$ cat config.mk
export PLATFORM = sky130hd
export DESIGN_NAME = sync_fifo_prog
export DESIGN_NICKNAME = d
export VERILOG_FILES = /design/src/rtl/fifo_pkg.sv /design/src/rtl/fifo_mem.sv /design/src/rtl/sync_fifo_prog.sv
export SDC_FILE = /design/constraint.sdc
export NUM_CORES = 1
export LEC_CHECK = 0
export CORE_MARGIN = 5
export CORE_UTILIZATION = 45
export DETAILED_ROUTE_END_ITERATION = 12
export PLACE_DENSITY_LB_ADDON = 0.05
export SLEW_MARGIN = 20
export SYNTH_ARGS = -nofsm -noshare
export SYNTH_HDL_FRONTEND = slang
export SYNTH_HIERARCHICAL = 1
export SYNTH_SLANG_ARGS = --single-unit
$ cat constraint.sdc
create_clock -name clk_i -period 3.4 [get_ports clk_i]
set_input_delay 0.68 -clock clk_i [delete_from_list [all_inputs] [get_ports clk_i]]
set_output_delay 0.68 -clock clk_i [all_outputs]
set_load 0.01 [all_outputs]
$ cat src/rtl/fifo_pkg.sv
// Shared helpers for the FIFO family: pointer/count widths and
// parameter legality, used by both the sync and async FIFOs.
package fifo_pkg;

   function automatic int ptr_w(input int depth);
      return (depth > 1) ? $clog2(depth) : 1;
   endfunction

   function automatic int cnt_w(input int depth);
      return $clog2(depth) + 1;
   endfunction

   function automatic bit params_ok(
      input int data_w,
      input int depth,
      input int af_level,
      input int ae_level
   );
      return (data_w >= 1) && (depth >= 2) &&
             ((depth & (depth - 1)) == 0) &&
             (af_level >= 1) && (af_level <= depth) &&
             (ae_level >= 0) && (ae_level <= depth - 1);
   endfunction

endpackage

$ cat src/rtl/fifo_mem.sv
// Dual-port register array; read port is registered, or combinational
// when SYNC_FIFO_FWFT_EN is defined.
module fifo_mem
   import fifo_pkg::*;
#(
   parameter int DATA_W = 8,
   parameter int DEPTH  = 16,
   parameter int AW     = ptr_w(DEPTH)
) (
   input  logic              clk_i,
   input  logic              rst_i,
   input  logic              we_i,
   input  logic [AW-1:0]     waddr_i,
   input  logic [DATA_W-1:0] wdata_i,
   input  logic              re_i,
   input  logic [AW-1:0]     raddr_i,
   output logic [DATA_W-1:0] rdata_o
);

   logic [DATA_W-1:0] mem_q [DEPTH];
   logic [DATA_W-1:0] mem_d [DEPTH];

   always_comb begin
      mem_d = mem_q;
      if (we_i) mem_d[waddr_i] = wdata_i;
   end

   // Storage carries no reset; the pointers define what is valid.
   always_ff @(posedge clk_i) begin
      mem_q <= mem_d;
   end

`ifdef SYNC_FIFO_FWFT_EN
   logic unused_rd;
   assign unused_rd = re_i ^ rst_i;
   assign rdata_o   = mem_q[raddr_i];
`else
   logic [DATA_W-1:0] rd_data_q;
   logic [DATA_W-1:0] rd_data_d;

   always_comb begin
      rd_data_d = rd_data_q;
      if (re_i) rd_data_d = mem_q[raddr_i];
   end

   always_ff @(posedge clk_i) begin
      if (rst_i) rd_data_q <= '0;
      else       rd_data_q <= rd_data_d;
   end

   assign rdata_o = rd_data_q;
`endif

endmodule

$ cat src/rtl/sync_fifo_prog.sv
// Single-clock FIFO with programmable thresholds and sticky error flags.
// Define SYNC_FIFO_FWFT_EN for first-word-fall-through reads.
module sync_fifo_prog
   import fifo_pkg::*;
#(
   parameter int DATA_W   = 8,
   parameter int DEPTH    = 16,
   parameter int AF_LEVEL = 12,
   parameter int AE_LEVEL = 4
) (
   input  logic                      clk_i,
   input  logic                      rst_i,
   input  logic                      wr_en_i,
   input  logic [DATA_W-1:0]         wr_data_i,
   input  logic                      rd_en_i,
   input  logic                      err_clr_i,
   output logic [DATA_W-1:0]         rd_data_o,
   output logic                      full_o,
   output logic                      empty_o,
   output logic                      almost_full_o,
   output logic                      almost_empty_o,
   output logic [$clog2(DEPTH):0]    count_o,
   output logic                      overflow_o,
   output logic                      underflow_o
);

   localparam int AW = ptr_w(DEPTH);
   localparam int CW = cnt_w(DEPTH);

   if (!params_ok(DATA_W, DEPTH, AF_LEVEL, AE_LEVEL)) begin : g_bad_params
      $error("sync_fifo_prog: illegal parameter set");
   end

   logic [AW-1:0] wr_ptr_q, wr_ptr_d;
   logic [AW-1:0] rd_ptr_q, rd_ptr_d;
   logic [CW-1:0] count_q, count_d;
   logic          ovf_q, ovf_d;
   logic          unf_q, unf_d;
   logic          wr_acc;
   logic          rd_acc;

   assign full_o         = (count_q == CW'(DEPTH));
   assign empty_o        = (count_q == '0);
   assign almost_full_o  = (count_q >= CW'(AF_LEVEL));
   assign almost_empty_o = (count_q <= CW'(AE_LEVEL));
   assign count_o        = count_q;
   assign overflow_o     = ovf_q;
   assign underflow_o    = unf_q;

   // A full FIFO still takes a write when a read frees a slot this cycle.
   always_comb begin
      rd_acc   = rd_en_i & ~empty_o;
      wr_acc   = wr_en_i & (~full_o | rd_acc);
      wr_ptr_d = wr_acc ? wr_ptr_q + AW'(1) : wr_ptr_q;
      rd_ptr_d = rd_acc ? rd_ptr_q + AW'(1) : rd_ptr_q;
      count_d  = count_q;
      unique case ({wr_acc, rd_acc})
         2'b10:   count_d = count_q + CW'(1);
         2'b01:   count_d = count_q - CW'(1);
         default: count_d = count_q;
      endcase
      ovf_d = (ovf_q & ~err_clr_i) | (wr_en_i & ~wr_acc);
      unf_d = (unf_q & ~err_clr_i) | (rd_en_i & ~rd_acc);
   end

   always_ff @(posedge clk_i) begin
      if (rst_i) begin
         wr_ptr_q <= '0;
         rd_ptr_q <= '0;
         count_q  <= '0;
         ovf_q    <= 1'b0;
         unf_q    <= 1'b0;
      end else begin
         wr_ptr_q <= wr_ptr_d;
         rd_ptr_q <= rd_ptr_d;
         count_q  <= count_d;
         ovf_q    <= ovf_d;
         unf_q    <= unf_d;
      end
   end

   fifo_mem #(
      .DATA_W (DATA_W),
      .DEPTH  (DEPTH),
      .AW     (AW)
   ) u_mem (
      .clk_i   (clk_i),
      .rst_i   (rst_i),
      .we_i    (wr_acc & ~rst_i),
      .waddr_i (wr_ptr_q),
      .wdata_i (wr_data_i),
      .re_i    (rd_acc & ~rst_i),
      .raddr_i (rd_ptr_q),
      .rdata_o (rd_data_o)
   );

endmodule

==> reports/results.tsv, run 1 <==
stage	metric	value	unit
synth	post-synthesis register bit count	151	
power	Power Density	623	nW/um2
global_routing	largest net degree at the start of global routing	51	
global_routing	initial antenna violation count	0	
cts	Clk Latency, worst-skew pair	420	ps
power	VDD IR-drop max	0.378	mV
cts	Num CTS Buffers	17	
hold_path	Hold Path Stages	2	
synth	Distinct cells, synth	47	
synth	largest cells by area after synthesis	edfxtp_1 (61%), mux2i_1 (11%), dfxtp_1 (7.3%), a22oi_1 (3.0%), nand3_1 (2.4%)	
sta	Layout Skew	4.81	ps
power	Leak	0.00235	uW
detailed_routing	DR DRC count	0	
placement	pre-CTS setup slack	431	ps
final_layout	NumNets Final	493	
worst_setup_path	critical path's slowest cell	or4_1	
worst_setup_path	critical path cell sequence	or4_1, nor2_1, clkdlybuf4s50_1	
synth	Top FF cell, synth	edfxtp_1	
synth	post-synth top area cell	edfxtp_1	
worst_setup_path	cell depth of the worst flop-to-flop path	8	
floorplanning	row count	43	
detailed_routing	drt first-iter violations	216	
synth	Synth top area share	61.1	%
detailed_routing	final antenna-violating net count	0	
synth	synthesized instance count	422	
cts	hold_buf cts	0	
detailed_routing	total wire length	13400	um
worst_setup_path	Reg-to-Reg Start	count_o[0]	
final_layout	Area growth syn-to-layout	16.5	%
sta	RSZ-0062 raised after global routing	no	
status	status	finished clean	
floorplanning	DIE AREA	16400	um2
sta	worst slew pin tran	874	ps
worst_setup_path	critical path's largest stage delay	770	ps
global_routing	first-pass GRT wire length	21100	um
floorplanning	die height	128	um
floorplanning	Core ar.	13800	um2
synth	yosys warns	6	
worst_setup_path	Setup CP Type	reg2out	
global_routing	global route overflow	0	
sta	setup TNS	0	ps
sta	Max transition margin	41.4	%
cts	postcts setup bufs	0	
detailed_routing	TritonRoute pass-1 iters	4	
final_layout	fraction of layout cells with a size suffix above 1	10.7	%
sta	Final min period	3050	ps
power	Pwr Total	4560	uW
cts	CTS tree	built	
detailed_routing	via count	3630	
sta	hold slack	465	ps
synth	Cell Area, Synth	6290	um2
flow_run	max cap viols	0	
cts	Max clock buf depth	2	
floorplanning	Die X	128	um
global_routing	vias in the first global route	3739	
detailed_routing	Avg Vias per Cell	5.44	
worst_setup_path	CP startpoint	count_o[0]	
sta	final setup violation count	0	
worst_setup_path	crit path max fanout	8	
sta	max-slew violation count	0	
placement	PortBufs	31	
sta	Final Hold Viols	0	
floorplanning	I/O pins	32	
cts	clock transition at the registers of the reported paths	60	ps
synth	async set-reset flop share out of synthesis	0	%
worst_setup_path	required time of the critical path	2720	ps
cts	CTS sink cnt	151	
synth	sequential area share after synthesis	68.5	%
placement	HPWL Detailed	8540	um
cts	post-CTS resize count	0	
worst_setup_path	crit path launch type	register	
hold_path	min-delay worst type	reg2reg	
sta	PnR worst setup slack	349	ps
synth	number of enable flip-flop cells after synthesis	128	
global_routing	GR Util All Layers	17.4	%
synth	Mapped Avg Cell Area	14.9	um2
cts	CTS Root Cell	clkbuf_16	
placement	placed inst area	6830	um2
cts	H-tree depth	4	
worst_setup_path	crit path DAT	2370	ps
floorplanning	Initial Utilization	45.6	%
final_layout	post-route cell area	7330	um2
final_layout	Antenna diodes	0	
placement	gp weighted congestion	0.773	
sta	Fmax	328	MHz
sta	Final Cycle Share	89.7	%
hold_path	HP Start	u_mem/rdata_o[6]	
synth	Synthesized Nets	441	
worst_setup_path	endpoint type of the worst setup path	output pin	
detailed_routing	drt wl/cell	20.2	um
-- cells in the mapped netlist (all sizes together), types with 2 or more instances --
cell type / instances
nand2b: 4
clkbuf: 4
nand3: 30
inv: 4
a21oi: 13
nor2: 23
nor3: 13
mux2i: 67
a22oi: 25
nand2: 22
nor3b: 2
xnor2: 2
o21ai: 5
nor4: 3
edfxtp: 128
dfxtp: 23
a31oi: 2
nand3b: 2
ha: 5
nor2b: 6
buf: 16
a211oi: 2
o21a: 2
xor2: 5
-- critical path, delay by kind of cell (launching register included) --
kind	cells	cell delay, ps
AND/OR/NAND/NOR	2	980
buffers and inverters	1	570
flip-flops	1	410
-- per-layer routing --
layer	wire (um)	up-vias	global-route usage [%]	part of all wire, %
met3	541	19	3.79	4.0
met1	6040	1815	22.5	45
li1	-	1732	-	-
met5	0	-	0	0
met2	6640	64	28.9	49
met4	220	0	6.37	1.6
-- stage by stage --
| stage | instances | utilization, % |
|---|---|---|
| after floorplan | 422 | - |
| after global placement | 635 | 49.6 |
| after detailed placement | 635 | 49.6 |
| after CTS | 667 | 53.2 |
| after global routing | 667 | 53.2 |
| final | 667 | 53.2 |
-- worst paths after layout --
kind                                         end  slack, ps
worst max register to register        count_o[4]        430
worst min register to register  u_mem/rdata_o[6]        470
worst max-delay path                     empty_o        350
worst min-delay path            u_mem/rdata_o[6]        470
-- cell type report --
| cell class | count | area [um2] |
|---|---|---|
| Inverter | 4 | 15.0 |
| Timing Repair Buffer | 53 | 488 |
| Sequential cell | 151 | 4310 |
| Multi-Input combinational cell | 247 | 1800 |
| Clock buffer | 31 | 488 |
| Clock inverter | 1 | 5.00 |
| Fill cell | 1188 | 6450 |
| Tap cell | 180 | 225 |
-- cells in the final DEF, fill, tap and decap left out, types with 2 or more instances in the layout --
cell,instances
ha_1,5
xnor2_1,2
mux2i_1,67
nand3b_1,2
a31oi_1,2
edfxtp_1,128
nor2b_1,5
xor2_1,5
clkdlybuf4s50_1,31
nand2_1,22
clkbuf_1,13
nor4_1,2
a22oi_1,25
o21a_1,2
dfxtp_1,22
nor3_1,13
clkbuf_16,17
o21ai_0,2
nand2b_1,4
nor3b_2,2
a211oi_1,2
nor2_1,23
inv_1,3
a21oi_1,13
nand3_1,30
buf_4,21
-- power breakdown --
group          leakage (uW)  internal, uW  switching, uW  total [uW]
Combinational      0.000771           342            418         760
Clock              0.000236           952            652        1600
Sequential          0.00134          2090            112        2200
Total               0.00235          3380           1180        4560
-- kinds of logic (layout without fill, tap and decap cells) --
kind of cell	count (synthesis)	after routing	share of synthesized area (%)
AO/OA/AOI/OAI	58	58	6.81
XOR/XNOR	7	7	0.975
adder cells (fa/ha/maj)	6	6	1.31
buffers and inverters	24	89	2.99
flip-flops	151	151	68.5
multiplexers	68	68	10.8
AND/OR/NAND/NOR	108	108	8.60
-- registers in the layout, indices dropped and copies added, names as in the netlist --
signal and flops:
u_mem/mem_q 128, u_mem/rdata_o 8, count_o 5, rd_ptr_q 4, wr_ptr_q 4, overflow_o 1
underflow_o 1
Note: power is estimated with default switching activity, not from simulation.
==> run 2, diff against run 1 <==
Settings changed: TNS_END_PERCENT set to 20.
==> results of run 2 <==
Same layout as run 1: the final DEF is identical, and so are final timing and power.
==> run 3, diff against run 2 <==
Settings changed: CELL_PAD_IN_SITES_DETAIL_PLACEMENT set to 0, CELL_PAD_IN_SITES_GLOBAL_PLACEMENT set to 1, GPL_ROUTABILITY_DRIVEN set to 0.
==> run 3 against run 2 <==
Compared with the run above:
- total power is 11% higher
- cell area grew 2.7%
- sequential share of layout area is 1.5 points lower
- non-clock buffer count grew 1
- register-to-register slack better by 30 ps
- first-iteration DRC count increased by 1.9%
- final cell count rose by 0.15%
- count of clock-buffer cells in the layout decreased by 12
- core utilization increased by 1.4 points
==> reports/results.tsv, run 3 (synthesized netlist as in run 1, its figures left out) <==
stage	metric	value	unit	change
status	status	finished clean		
cts	Max clock buf depth	2		unchanged
sta	Final Hold Viols	0		unchanged
sta	max-slew violation count	0		unchanged
detailed_routing	total wire length	13000	um	-3.2%
final_layout	Area growth syn-to-layout	19.7	%	
power	VDD IR-drop max	0.384	mV	+1.6%
sta	Final min period	3080	ps	+28.8 ps
worst_setup_path	Setup CP Type	reg2out		
global_routing	global route overflow	0		unchanged
cts	Clk Latency, worst-skew pair	420	ps	about the same
worst_setup_path	crit path max fanout	8		unchanged
cts	CTS Root Cell	clkbuf_16		
floorplanning	row count	43		unchanged
sta	Layout Skew	7.47	ps	+2.66 ps
final_layout	post-route cell area	7520	um2	+2.7%
final_layout	max reg flops	128		unchanged
cts	post-CTS resize count	0		unchanged
floorplanning	Die X	128	um	unchanged
power	Leak	0.00243	uW	+3.5%
final_layout	fraction of layout cells with a size suffix above 1	13.5	%	+2.8 points
placement	HPWL Detailed	8330	um	-2.5%
worst_setup_path	crit path launch type	register		
worst_setup_path	crit path DAT	2400	ps	+30 ps
cts	CTS sink cnt	151		unchanged
sta	Final Cycle Share	90.6	%	+0.85 points
final_layout	most frequent cells in the layout	edfxtp_1 (128), mux2i_1 (67), clkdlybuf4s50_1 (31)		
detailed_routing	DR DRC count	0		unchanged
final_layout	Antenna diodes	0		unchanged
final_layout	Final Core Density	54.6	%	+1.4 points
worst_setup_path	required time of the critical path	2720	ps	about the same
power	Power Density	671	nW/um2	+7.8%
global_routing	initial antenna violation count	0		unchanged
final_layout	NumNets Final	494		+0.20%
floorplanning	I/O pins	32		unchanged
cts	H-tree depth	4		unchanged
detailed_routing	final antenna-violating net count	0		unchanged
final_layout	most common cell after layout, fill and taps aside	edfxtp_1		
worst_setup_path	cell depth of the worst flop-to-flop path	8		unchanged
flow_run	max cap viols	0		unchanged
sta	worst slew pin tran	1000	ps	+128 ps
worst_setup_path	endpoint type of the worst setup path	output pin		
detailed_routing	Avg Vias per Cell	5.32		-2.2%
global_routing	first-pass GRT wire length	20400	um	-3.3%
sta	Max transition margin	33.1	%	-8.3 points
cts	clock transition at the registers of the reported paths	60	ps	about the same
global_routing	largest net degree at the start of global routing	42		-18%
detailed_routing	TritonRoute pass-1 iters	4		unchanged
final_layout	Most flops, register	u_mem/mem_q		
floorplanning	Core ar.	13800	um2	unchanged
hold_path	min-delay worst type	reg2reg		
floorplanning	DIE AREA	16400	um2	unchanged
global_routing	GR Util All Layers	16.8	%	-0.59 points
detailed_routing	drt wl/cell	19.5	um	-3.4%
cts	Num CTS Buffers	17		unchanged
sta	RSZ-0062 raised after global routing	no		
global_routing	vias in the first global route	3701		-1.0%
sta	final setup violation count	0		unchanged
cts	postcts setup bufs	0		unchanged
hold_path	Hold Path Stages	2		unchanged
cts	CTS tree	built		
sta	setup TNS	0	ps	unchanged
floorplanning	die height	128	um	unchanged
placement	placed inst area	6850	um2	+0.29%
sta	Fmax	325	MHz	-0.94%
cts	hold_buf cts	0		unchanged
detailed_routing	via count	3557		-2.0%
placement	PortBufs	31		unchanged
detailed_routing	drt first-iter violations	220		+1.9%
floorplanning	Initial Utilization	45.6	%	unchanged
run 3: changes by cell type in the layout (fill, tap and decap cells not counted):
cell,delta
clkinv_1,+1
bufinv_16,+6
clkbuf_1,-12
nor4_2,+2
nor4_1,-2
clkinvlp_4,+5
nor2b_2,-1
nor2_1,-1
nor2_2,+1
nor2b_1,+1
buf_4,+1
run 3: through the flow:
step	hold slack [ps]	setup WS (ps)	power (uW)	instances
final	453	320	5050	668
after global routing	474	203	5270	668
after CTS	459	279	5100	668
after detailed placement	446	489	3000	636
after global placement	442	504	2990	636
after floorplan	482	727	2690	422
run 3: critical path, stage by stage, from the launching register on:
cell	delay (ps)
dfxtp_1	410
or4_1	780
nor2_1	230
clkdlybuf4s50_1	570
run 3: report_power, final:
part	switching, uW	internal [uW]
Combinational	415	343
Sequential	109	2090
Clock	707	1390
run 3: layout make-up:
class,count,area [um2]
clock buffers,19,443
flip-flops and latches,151,4310
multi-input cells,247,1810
repair buffers,54,495
fillers,1192,6250
well taps,180,225
clock inverters,13,226
inverters,4,15.0
run 3: path summary, 6_finish.rpt:
| path | start | to | slack, ps |
|---|---|---|---|
| worst max-delay path | count_o[0] | full_o | 320 |
| worst max register to register | count_o[0] | count_o[4] | 460 |
| worst min-delay path | u_mem/rdata_o[6] | u_mem/rdata_o[6] | 450 |
| worst min register to register | u_mem/rdata_o[6] | u_mem/rdata_o[6] | 450 |
run 3: per-layer routing:
metal  routed length, um  GRT usage [%]
met1                5690           20.6
met2                6490           28.7
met3                 634           4.21
met4                 198           6.37
met5                   0              0
